**config.mk**
```make
export PLATFORM = sky130hd
export DESIGN_NAME = imem_loader
export DESIGN_NICKNAME = d
export VERILOG_FILES = /design/src/rtl/imem_loader.sv
export SDC_FILE = /design/constraint.sdc
export NUM_CORES = 1
export LEC_CHECK = 0
export CORE_MARGIN = 5
export CORE_UTILIZATION = 54
export CTS_BUF_LIST = sky130_fd_sc_hd__clkbuf_4 sky130_fd_sc_hd__clkbuf_8 sky130_fd_sc_hd__clkbuf_16
export DETAILED_ROUTE_END_ITERATION = 6
export PLACE_DENSITY = 0.86
export SETUP_SLACK_MARGIN = 0.5
export SLEW_MARGIN = 20
export SYNTH_ARGS = -nofsm -noshare
export SYNTH_HDL_FRONTEND = slang
export SYNTH_SLANG_ARGS = --single-unit
```
**constraint.sdc**
```tcl
create_clock -name clk -period 4.07 [get_ports clk]
set_clock_uncertainty 0.2 [all_clocks]
set_input_delay 0.814 -clock clk [delete_from_list [all_inputs] [get_ports clk]]
set_output_delay 0.814 -clock clk [all_outputs]
set_load 0.05 [all_outputs]
```
**src/rtl/imem_loader.sv**
```systemverilog
// imem_loader: packs a valid/ready byte stream into 128-bit lines and writes
// them into the instruction memory, one write strobe per line.
// Optional feature macro: IMEM_LOADER_CHECKSUM_EN adds a trailing 32-bit
// little-endian checksum check against the wraparound sum of all words.
module imem_loader (
  input  logic         clk,
  input  logic         reset_x,
  input  logic         start,
  input  logic [9:0]   len_lines,
  input  logic [7:0]   in_data,
  input  logic         in_valid,
  output logic         in_ready,
  output logic [8:0]   imem_addr,
  output logic [127:0] imem_wdata,
  output logic         imem_we,
  output logic         busy,
  output logic         done,
  output logic         err
);

  localparam int unsigned NLINES  = 512;
  localparam int unsigned LEN_W   = 10;
  localparam int unsigned ADDR_W  = 9;
  localparam int unsigned BCNT_W  = 4;

  typedef enum logic [2:0] {
    S_IDLE,
    S_RECV,
    S_WRITE,
`ifdef IMEM_LOADER_CHECKSUM_EN
    S_CSUM,
`endif
    S_DONE
  } state_t;

  state_t             state;
  logic [LEN_W-1:0]   len_q;
  logic [LEN_W-1:0]   line_cnt;
  logic [LEN_W-1:0]   line_cnt_inc;
  logic [BCNT_W-1:0]  byte_cnt;
  logic [LEN_W-1:0]   len_clamped;

  // Requested line count saturated at the memory depth
  assign len_clamped  = (len_lines > LEN_W'(NLINES)) ? LEN_W'(NLINES) : len_lines;
  assign line_cnt_inc = line_cnt + LEN_W'(1);

  // Handshake and status strobes decoded straight from the state register
  assign imem_we = (state == S_WRITE);
`ifdef IMEM_LOADER_CHECKSUM_EN
  assign in_ready = (state == S_RECV) || (state == S_CSUM);
  assign busy     = (state == S_RECV) || (state == S_WRITE) || (state == S_CSUM);
`else
  assign in_ready = (state == S_RECV);
  assign busy     = (state == S_RECV) || (state == S_WRITE);
  assign err      = 1'b0;
`endif

`ifdef IMEM_LOADER_CHECKSUM_EN
  logic [31:0] sum;
  logic [31:0] rx_sum;
  logic [31:0] line_sum;

  // Sum of the four instruction words in the line being written
  assign line_sum = imem_wdata[31:0] + imem_wdata[63:32]
                  + imem_wdata[95:64] + imem_wdata[127:96];
`endif

  // Loader FSM with registered address, line data, done and error flags
  always_ff @(posedge clk or negedge reset_x) begin
    if (!reset_x) begin
      state      <= S_IDLE;
      len_q      <= '0;
      line_cnt   <= '0;
      byte_cnt   <= '0;
      imem_addr  <= '0;
      imem_wdata <= '0;
      done       <= 1'b0;
`ifdef IMEM_LOADER_CHECKSUM_EN
      err        <= 1'b0;
      sum        <= '0;
      rx_sum     <= '0;
`endif
    end else begin
      case (state)
        S_IDLE, S_DONE: begin
          if (start) begin
            len_q     <= len_clamped;
            line_cnt  <= '0;
            byte_cnt  <= '0;
            imem_addr <= '0;
            done      <= 1'b0;
`ifdef IMEM_LOADER_CHECKSUM_EN
            err       <= 1'b0;
            sum       <= '0;
`endif
            if (len_clamped == '0) begin
`ifdef IMEM_LOADER_CHECKSUM_EN
              state <= S_CSUM;
`else
              state <= S_DONE;
              done  <= 1'b1;
`endif
            end else begin
              state <= S_RECV;
            end
          end
        end

        S_RECV: begin
          if (in_valid) begin
            imem_wdata[{byte_cnt, 3'b000} +: 8] <= in_data;
            byte_cnt <= byte_cnt + BCNT_W'(1);
            if (byte_cnt == BCNT_W'(15)) begin
              state <= S_WRITE;
            end
          end
        end

        S_WRITE: begin
          line_cnt  <= line_cnt_inc;
          imem_addr <= ADDR_W'(line_cnt_inc);
          byte_cnt  <= '0;
`ifdef IMEM_LOADER_CHECKSUM_EN
          sum       <= sum + line_sum;
`endif
          if (line_cnt_inc == len_q) begin
`ifdef IMEM_LOADER_CHECKSUM_EN
            state <= S_CSUM;
`else
            state <= S_DONE;
            done  <= 1'b1;
`endif
          end else begin
            state <= S_RECV;
          end
        end

`ifdef IMEM_LOADER_CHECKSUM_EN
        S_CSUM: begin
          if (in_valid) begin
            rx_sum[{byte_cnt[1:0], 3'b000} +: 8] <= in_data;
            byte_cnt <= byte_cnt + BCNT_W'(1);
            if (byte_cnt == BCNT_W'(3)) begin
              state <= S_DONE;
              done  <= 1'b1;
              err   <= ({in_data, rx_sum[23:0]} != sum);
            end
          end
        end
`endif

        default: state <= S_IDLE;
      endcase
    end
  end

endmodule

```
==> results.yml, run 1 <==
power:
  combPwrFrac_pct: 34.1
  swShare_pct: 36.9
  totalPowerFinal_w: 0.00524
  p_int_w: 0.00331
  leakage_nw: 4.40
  switchingPower_w: 0.00194
  ir_worst_vdd_v: 0.000667
  pwr-share-seq_pct: 36.3
  p_clk_share_pct: 29.6
  p_per_area_mw_per_mm2: 570
critical_path:
  required_ns: 3.06
  cp_max_fo: 15
  cp-end-kind: "primary output"
  crit_type: "flop to primary output"
  startpoint_type: "flop"
  crit_arrival_ns: 2.35
synth:
  syn_area_mm2: 0.00694
  synth_cell_types: 52
  synth_seq_cells: 155
  async_reset_ff_share_pct: 100
  syn_avg_cell_area_um2: 13.3
  synth_edf_count: 0
  postSynthNetCount: 551
  syn_inst: 521
  yosysWarnings: 0
  ys_seq_area_share_pct: 55.9
  synthFlopType: "dfrtp_1"
final_layout:
  final_cells: 853
  postLayoutCoreUtil_pct: 72.9
  finalNetCount: 699
  drive_gt1_share_pct: 26.7
  antennaDiodeCount: 0
  area_growth_pct: 32.5
timing:
  min_period_ns: 3.37
  slew_headroom_pct: 41.1
  finalCritPeriodShare_pct: 82.8
  setup_tns_ns: 0
  rsz0062_at_grt: "no"
  worstMarginPinSlew_ns: 0.884
  max_freq_ghz: 0.297
  drv_slew: 0
  setup_viol: 0
  hold_viol_final: 0
drt:
  routed_wl_um: 17400
  drc: 0
  drtPass1Iterations: 6
  wire_per_inst_um: 20.4
  drtAntennaViolNets: 0
  vias: 4738
  drt-initial-drc-count: 334
  routed_via_density: 5.55
clock_network:
  clkSinkCount: 155
  hold_buffers: 0
  clk_pin_slew_ns: 0.06
  clkLatencyLatePin_ns: 0.42
  cts_buffers: 17
  clockBufferDepth: 2
  ctsResizeCount: 0
  cts_tree: "done"
  clockRootBuffer: "clkbuf_16"
  cts_setup_buffers: 0
  htreeDepth: 4
placement:
  gp_congestion: 0.840
  dp_cells: 822
  numPortBuffers: 162
  dp_hpwl_um: 12400
grt:
  grt_pass1_vias: 4991
  antenna_found_initial: 0
  grt-ovfl-total: 0
  grt_max_degree: 101
  grt_usage_pct: 24.2
  grt_pass1_wl_um: 27700
hold_path:
  min_path_type: "input port to asynchronous set/reset pin"
floorplan:
  initial_core_util_pct: 55.0
  num_rows: 41
  die_area_mm2: 0.0152
  ios: 164
  die_width_um: 123
  core_mm2: 0.0126
  die_h_um: 123
flow_run:
  maxCapViolCount: 0
outcome:
  status: "complete, no violations"
## sequential cells by signal, indices dropped and copies added (netlist names)
signal / cells
byte_cnt: 4
line_cnt: 2
imem_addr: 8
len_q: 10
state: 2
imem_wdata: 128
done: 1
## kinds of logic after synthesis
| family | Yosys count | share of synthesized area (%) |
|---|---|---|
| other | 1 | 0.0540 |
| flip-flops | 155 | 55.9 |
| multiplexers | 131 | 22.5 |
| AO/OA/AOI/OAI | 55 | 5.07 |
| adder cells (fa/ha/maj) | 8 | 1.44 |
| XOR/XNOR | 15 | 2.16 |
| AND/OR/NAND/NOR | 111 | 9.72 |
| buffers and inverters | 45 | 3.15 |
## through the flow
step | worst slack [ns] | cell area [um^2] | hold WS [ns]
5_1_grt | 0.591 | 9200 | 0.318
3_3_place_gp | 0.956 | 8610 | 0.285
2_1_floorplan | 1.43 | 6940 | 0.269
4_1_cts | 0.710 | 9200 | 0.305
3_5_place_dp | 0.840 | 8610 | 0.289
6_report | 0.702 | 9200 | 0.283
## cell type report
| cell class | count | area, um^2 |
|---|---|---|
| clock buffers | 23 | 489 |
| clock inverters | 8 | 92.6 |
| fillers | 854 | 3420 |
| inverters | 10 | 40.0 |
| multi-input cells | 321 | 2840 |
| flip-flops and latches | 155 | 3880 |
| well taps | 172 | 215 |
| repair buffers | 164 | 1640 |
## synth_stat cells, drive strengths merged, types with 3 or more instances
| master | number | area share [%] |
|---|---|---|
| o21ai | 25 | 1.8 |
| xnor2 | 10 | 1.5 |
| mux2 | 129 | 22 |
| a22o | 12 | 1.5 |
| and2 | 8 | 0.72 |
| nor2 | 10 | 0.54 |
| nand2 | 26 | 1.8 |
| and3 | 11 | 0.99 |
| a21o | 3 | 0.32 |
| nand2b | 7 | 0.63 |
| buf | 25 | 2.0 |
| inv | 10 | 0.58 |
| dfrtp | 155 | 56 |
| ha | 8 | 1.4 |
| nor3 | 10 | 1.4 |
| a21oi | 7 | 0.50 |
| clkbuf | 10 | 0.56 |
| nand4 | 9 | 0.81 |
| nand3 | 18 | 1.6 |
| xor2 | 5 | 0.63 |
## critical path: stages, from the launching register on
cell and delay (ns):
dfrtp_1 0.41, inv_1 0.08, ha_1 0.52, clkdlybuf4s50_1 0.92
## layer usage
layer,up-vias,wire (um),track usage (%)
met3,28,1160,6.50
met4,0,296,8.51
met2,140,8950,41.3
li1,2145,-,-
met1,2425,7030,29.7
met5,-,0,0
## cells in the final DEF (no fill, tap or decap), types with 2 or more instances in the layout
cell and n:
clkdlybuf4s50_1 161, dfrtp_1 155, mux2_2 104, o21ai_0 24
mux2_4 24, nand2_1 20, clkbuf_16 17, nand3_1 14
a22o_1 12, and3_1 11, nor2_1 10, nand4_1 9
xnor2_1 9, inv_1 8, and2_1 8, ha_1 8
a21oi_1 7, nand2b_1 7, nor3_1 5, xor2_1 5
clkinv_2 5, nand3_2 4, nor3_4 3, a21o_1 3
nand2_4 3, nand2_2 3, clkbuf_8 3, clkbuf_4 3
nor2b_1 2, nor3_2 2, nor4_1 2, mux2i_1 2
nand3b_1 2, o22ai_1 2, bufinv_16 2, buf_4 2
## path summary, 6_finish.rpt
kind	start	endpoint	slack, ns	cells past startpoint
max in group asynchronous	reset_x	len_q[2]$_DFFE_PN0P_	2.39	2
setup reg to reg	byte_cnt[0]$_DFFE_PN0P_	imem_wdata[67]$_DFFE_PN0P_	0.97	6
min in group clk	imem_wdata[66]$_DFFE_PN0P_	imem_wdata[66]$_DFFE_PN0P_	0.30	1
setup / recovery	state[0]$_DFFE_PN0P_	imem_we	0.70	3
hold / removal	reset_x	imem_wdata[115]$_DFFE_PN0P_	0.28	1
hold reg to reg	imem_wdata[66]$_DFFE_PN0P_	imem_wdata[66]$_DFFE_PN0P_	0.30	1
## power by group through the flow
stage / combinational [W] / clock, W / sequential, W
floorplan: 0.000799 / 0 / 0.00233
global placement: 0.00173 / 0 / 0.00191
detailed placement: 0.00177 / 0 / 0.00192
global route: 0.00191 / 0.00163 / 0.00193
finish: 0.00179 / 0.00155 / 0.00190
CTS: 0.00180 / 0.00157 / 0.00190
(Power assumes the default switching activity.)
==> run 2: changes to the inputs <==
Settings changed: CORE_UTILIZATION 54 to 45, PLACE_DENSITY 0.86 to 0.76.
Clock period 4.07 ns to 2.8 ns, I/O delays scaled along.
==> run 2 against run 1 <==
Register-to-register slack got worse by 0.43 ns. Sequential share of layout area down 0.46 points. Setup slack got worse by 0.16 ns. Cell area increased by 1.3%.
==> results.yml, run 2 (synthesis results as in run 1) <==
placement:
  dp_hpwl_um: 12500
  dp_cells: 851
  gp_congestion: 0.843
  post_dp_cell_area_mm2: 0.00877
  numPortBuffers: 162
critical_path:
  startpoint_type: "flop"
  cp_max_fo: 8
  crit_arrival_ns: 2.36
  crit_type: "flop to flop"
  cp-end-kind: "flop"
  crit_chain: "inv_1, ha_2, and2b_1, nor3_2, and3_4, mux2_2"
  cpPeakStageDelay_ns: 0.46
  required_ns: 2.90
  crit_slowest_cell: "dfrtp_2"
timing:
  max_freq_ghz: 0.443
  slew_headroom_pct: 51.3
  rsz0062_at_grt: "yes"
  setup_viol: 0
  min_period_ns: 2.26
  worstMarginPinSlew_ns: 0.726
  finalCritPeriodShare_pct: 80.7
  hold_viol_final: 0
  drv_slew: 0
  setup_tns_ns: 0
drt:
  drc: 0
  routed_wl_um: 17200
  drt-initial-drc-count: 201
  vias: 4777
  drtAntennaViolNets: 0
  wire_per_inst_um: 19.4
  drtPass1Iterations: 4
  routed_via_density: 5.40
floorplan:
  num_rows: 45
  die_area_mm2: 0.0180
  core_mm2: 0.0151
  die_width_um: 134
  die_h_um: 134
  ios: 164
  initial_core_util_pct: 45.8
hold_path:
  min_path_type: "flop to flop"
final_layout:
  fin_area_mm2: 0.00932
  top_register: "imem_wdata"
  final_cells: 885
  antennaDiodeCount: 0
  reg_top3: "imem_wdata: 128 flops, len_q: 10 flops, imem_addr: 8 flops"
  final_common_cell: "dfrtp_1"
  finalNetCount: 714
  final_cell_mix: "149 x dfrtp_1, 132 x dlygate4sd2_1, 104 x mux2_2, 24 x mux2_4, 23 x o21ai_0"
  drive_gt1_share_pct: 32.6
  n_fill_cell: 1176
  largest_reg_flops: 128
  area_growth_pct: 34.2
grt:
  groute.layer.met3.usage_pct: 5.25
  grtUsageMet2_pct: 31.6
  use_met1_pct: 26.3
  busiest_layer: "met2"
  grt_pass1_vias: 5005
  grt_usage_pct: 19.8
  grt_pass1_wl_um: 28100
  grt-ovfl-total: 0
  grt_max_degree: 69
  antenna_found_initial: 0
clock_network:
  clkLatencyLatePin_ns: 0.41
  clk_pin_slew_ns: 0.06
  cts_buffers: 17
  clkSinkCount: 155
  htreeDepth: 4
  clockRootBuffer: "clkbuf_16"
  cts_tree: "done"
  clockBufferDepth: 2
flow_run:
  maxCapViolCount: 0
power:
  leakage_nw: 5.10
  totalPowerFinal_w: 0.00762
  ir_worst_vdd_v: 0.000764
  p_per_area_mw_per_mm2: 818
outcome:
  status: "complete, no violations"
## run 2: cell count changes in the layout (fill, tap and decap cells not counted), moves of 3 or more
cell,change
clkdlybuf4s50_1,-141
dlygate4sd2_1,+132
buf_4,+12
dfrtp_1,-6
dfrtp_2,+6
clkbuf_2,+5
ha_1,-4
buf_12,+3
clkinv_4,+3
ha_4,+3
## run 2: power breakdown
part,internal (W),switching (W),leakage (nW)
sequential,0.00253,0.000212,2.12
combinational,0.000863,0.00175,2.69
clock,0.00140,0.000876,0.293
total,0.00479,0.00283,5.10
## run 2: layer usage
layer / wire, um / part of all wire (%)
met5: 0 / 0
met3: 1070 / 6.2
met1: 7490 / 44
met4: 318 / 1.9
met2: 8290 / 48
## run 2: per-stage QoR
step                      setup WS, ns  hold WS [ns]  utilization, %
after global placement           0.240         0.279            57.9
after global routing             0.456         0.312            61.5
after detailed placement         0.196         0.292            57.9
after CTS                        0.290         0.301            61.3
final                            0.542         0.296            61.5
after floorplan                  0.503        0.0644               -
## run 2: worst max-delay path: cells and delay by family (launching register included)
family,cells,cell delay [ns]
buffers and inverters,1,0.10
adders and majority gates,1,0.21
DFF,1,0.46
and+or+nand+nor,3,0.81
muxes,1,0.36
## run 2: layout make-up
| type | count | area, um^2 | share of cell area, % |
|---|---|---|---|
| clock inverters | 10 | 116 | 1.25 |
| well taps | 188 | 235 | 2.52 |
| flip-flops and latches | 155 | 3890 | 41.7 |
| inverters | 10 | 40.0 | 0.430 |
| multi-input cells | 321 | 2960 | 31.7 |
| repair buffers | 179 | 1600 | 17.2 |
| clock buffers | 22 | 482 | 5.17 |
## run 2: final timing paths
path / from / end / slack (ns) / depth (start not counted)
setup / recovery: byte_cnt[0]$_DFFE_PN0P_ / imem_wdata[28]$_DFFE_PN0P_ / 0.54 / 6
hold / removal: imem_wdata[49]$_DFFE_PN0P_ / imem_wdata[49]$_DFFE_PN0P_ / 0.30 / 1
min in group asynchronous: reset_x / imem_wdata[21]$_DFFE_PN0P_ / 0.52 / 2
hold reg to reg: imem_wdata[49]$_DFFE_PN0P_ / imem_wdata[49]$_DFFE_PN0P_ / 0.30 / 1
max in group asynchronous: reset_x / imem_addr[0]$_DFFE_PN0P_ / 1.16 / 3
setup reg to reg: byte_cnt[0]$_DFFE_PN0P_ / imem_wdata[28]$_DFFE_PN0P_ / 0.54 / 6
## run 2: timing repair
item	4_1_cts	5_1_grt
setup endpoints to repair	263	98
setup buffers	1	0
hold buffers	1	0
endpoints found under the hold margin	66	0
gates resized for setup	162	21
pin swaps	2	1
==> run 3: changes to the inputs <==
Settings changed: CORE_UTILIZATION 45 to 50, PLACE_DENSITY 0.76 to 0.8.
Clock period 2.8 ns to 2.35 ns, I/O delays scaled along.
==> run 3 against run 2 <==
Routed wire length up 22%. Maximum frequency increased by 2.1%. Register-to-register slack got worse by 0.40 ns. Clock-buffer cell count fell by 1.
==> results.yml, run 3 (synthesis results as in run 1) <==
outcome:
  status: "complete, no violations"
clock_network:
  clkLatencyLatePin_ns: 0.42
  cts_tree: "done"
  clockBufferDepth: 2
  clkSinkCount: 155
  htreeDepth: 4
  clockRootBuffer: "clkbuf_16"
  clk_pin_slew_ns: 0.07
  cts_buffers: 17
grt:
  grt_max_degree: 57
  antenna_found_initial: 0
  grt-ovfl-total: 0
  grt_usage_pct: 25.3
  grt_pass1_vias: 5701
  grt_pass1_wl_um: 32000
placement:
  post_dp_cell_area_mm2: 0.00919
  numPortBuffers: 162
  dp_hpwl_um: 13400
  gp_congestion: 0.881
critical_path:
  critical_path.top_delay_family: "simple AND/OR/NAND/NOR gates"
  crit_slowest_cell: "dfrtp_2"
  cpPeakStageDelay_ns: 0.43
  cp_max_fo: 8
  crit_chain: "inv_4, ha_4, and2b_2, nor3_4, buf_6, nand3_2, buf_6, mux2_2"
  required_ns: 2.45
  crit_type: "flop to flop"
  startpoint_type: "flop"
  crit_arrival_ns: 2.31
  crit_top_cell: "buf_6"
  cp_num_buf_inv: 3
  cp-end-kind: "flop"
floorplan:
  core_mm2: 0.0137
  die_h_um: 128
  initial_core_util_pct: 50.6
  die_area_mm2: 0.0163
  num_rows: 43
  ios: 164
  die_width_um: 128
timing:
  drv_slew: 0
  max_freq_ghz: 0.452
  rsz0062_at_grt: "yes"
  hold_viol_final: 0
  finalCritPeriodShare_pct: 94.1
  holdWs_ns: 0.251
  setup_viol: 0
  min_period_ns: 2.21
drt:
  wire_per_inst_um: 22.4
  drtPass1Iterations: 6
  routed_wl_um: 21000
  routed_via_density: 5.63
  drtAntennaViolNets: 0
  drc: 0
  vias: 5273
  drt-initial-drc-count: 371
hold_path:
  min_path_type: "input port to asynchronous set/reset pin"
final_layout:
  final_cell_mix: "145 x dfrtp_1, 106 x buf_2, 67 x mux2_4, 62 x mux2_2, 48 x buf_4"
  top_register: "imem_wdata"
  final_common_cell: "dfrtp_1"
  fin_area_mm2: 0.0100
  drive_gt1_share_pct: 60.2
  finalNetCount: 775
  antennaDiodeCount: 0
  n_fill_cell: 883
  reg_top3: "imem_wdata: 128 flops, len_q: 10 flops, imem_addr: 8 flops"
  area_growth_pct: 44.6
  largest_reg_flops: 128
flow_run:
  maxCapViolCount: 0
power:
  totalPowerFinal_w: 0.0103
  ir_worst_vdd_v: 0.000909
  p_per_area_mw_per_mm2: 1030
  leakage_nw: 5.16
[run 3: cell types whose count changed in the layout (fill, tap and decap cells not counted), moves of 26 or more]
cell           before  now
dlygate4sd2_1     132    0
buf_2               0  106
mux2_4             24   67
mux2_2            104   62
buf_4              14   48
buf_6               2   28
[run 3: cell type report]
| type | instances | area [um^2] | share of cell area, % |
|---|---|---|---|
| clock buffers | 21 | 474 | 4.72 |
| repair buffers | 240 | 1900 | 19.0 |
| clock inverters | 10 | 83.8 | 0.835 |
| flip-flops and latches | 155 | 3890 | 38.8 |
| well taps | 180 | 225 | 2.24 |
| multi-input cells | 321 | 3410 | 34.0 |
| inverters | 10 | 46.3 | 0.461 |
[run 3: through the flow]
step	setup TNS (ns)	cells	utilization [%]	setup WS, ns
after floorplan	0	521	-	0.229
after global placement	-0.755	863	67.0	-0.0513
after detailed placement	-1.23	863	67.0	-0.0734
after CTS	0	924	74.6	0.189
after global routing	0	937	73.2	0.0722
final	0	937	73.2	0.139
[run 3: where the power goes]
group | switching (W) | internal (W)
Combinational | 0.00268 | 0.00182
Sequential | 0.000254 | 0.00301
Clock | 0.00112 | 0.00146
[run 3: path summary, 6_finish.rpt]
path,startpoint,end,slack (ns),cells past startpoint
worst max-delay path,byte_cnt[1]$_DFFE_PN0P_,imem_wdata[73]$_DFFE_PN0P_,0.14,8
worst min register to register,imem_wdata[0]$_DFFE_PN0P_,imem_wdata[0]$_DFFE_PN0P_,0.30,1
worst min-delay path,reset_x,imem_wdata[103]$_DFFE_PN0P_,0.25,2
min in group clk,imem_wdata[0]$_DFFE_PN0P_,imem_wdata[0]$_DFFE_PN0P_,0.30,1
max in group asynchronous,reset_x,imem_wdata[125]$_DFFE_PN0P_,0.95,3
worst max register to register,byte_cnt[1]$_DFFE_PN0P_,imem_wdata[73]$_DFFE_PN0P_,0.14,8
[run 3: what timing repair did]
item                                    CTS  global route
hold buffers                              1             0
endpoints found under the hold margin    64             0
endpoints found under the setup margin  281           232
pin swaps                                16            11
resized for setup                       552           185
setup buffers                            29            13
[run 3: metal layers]
metal	vias to the layer above	global-route usage (%)	share of wire [%]
met3	59	5.38	6.4
met1	2668	32.1	40
li1	2299	-	-
met4	0	10.5	3.5
met2	247	42.3	50
met5	-	0	0
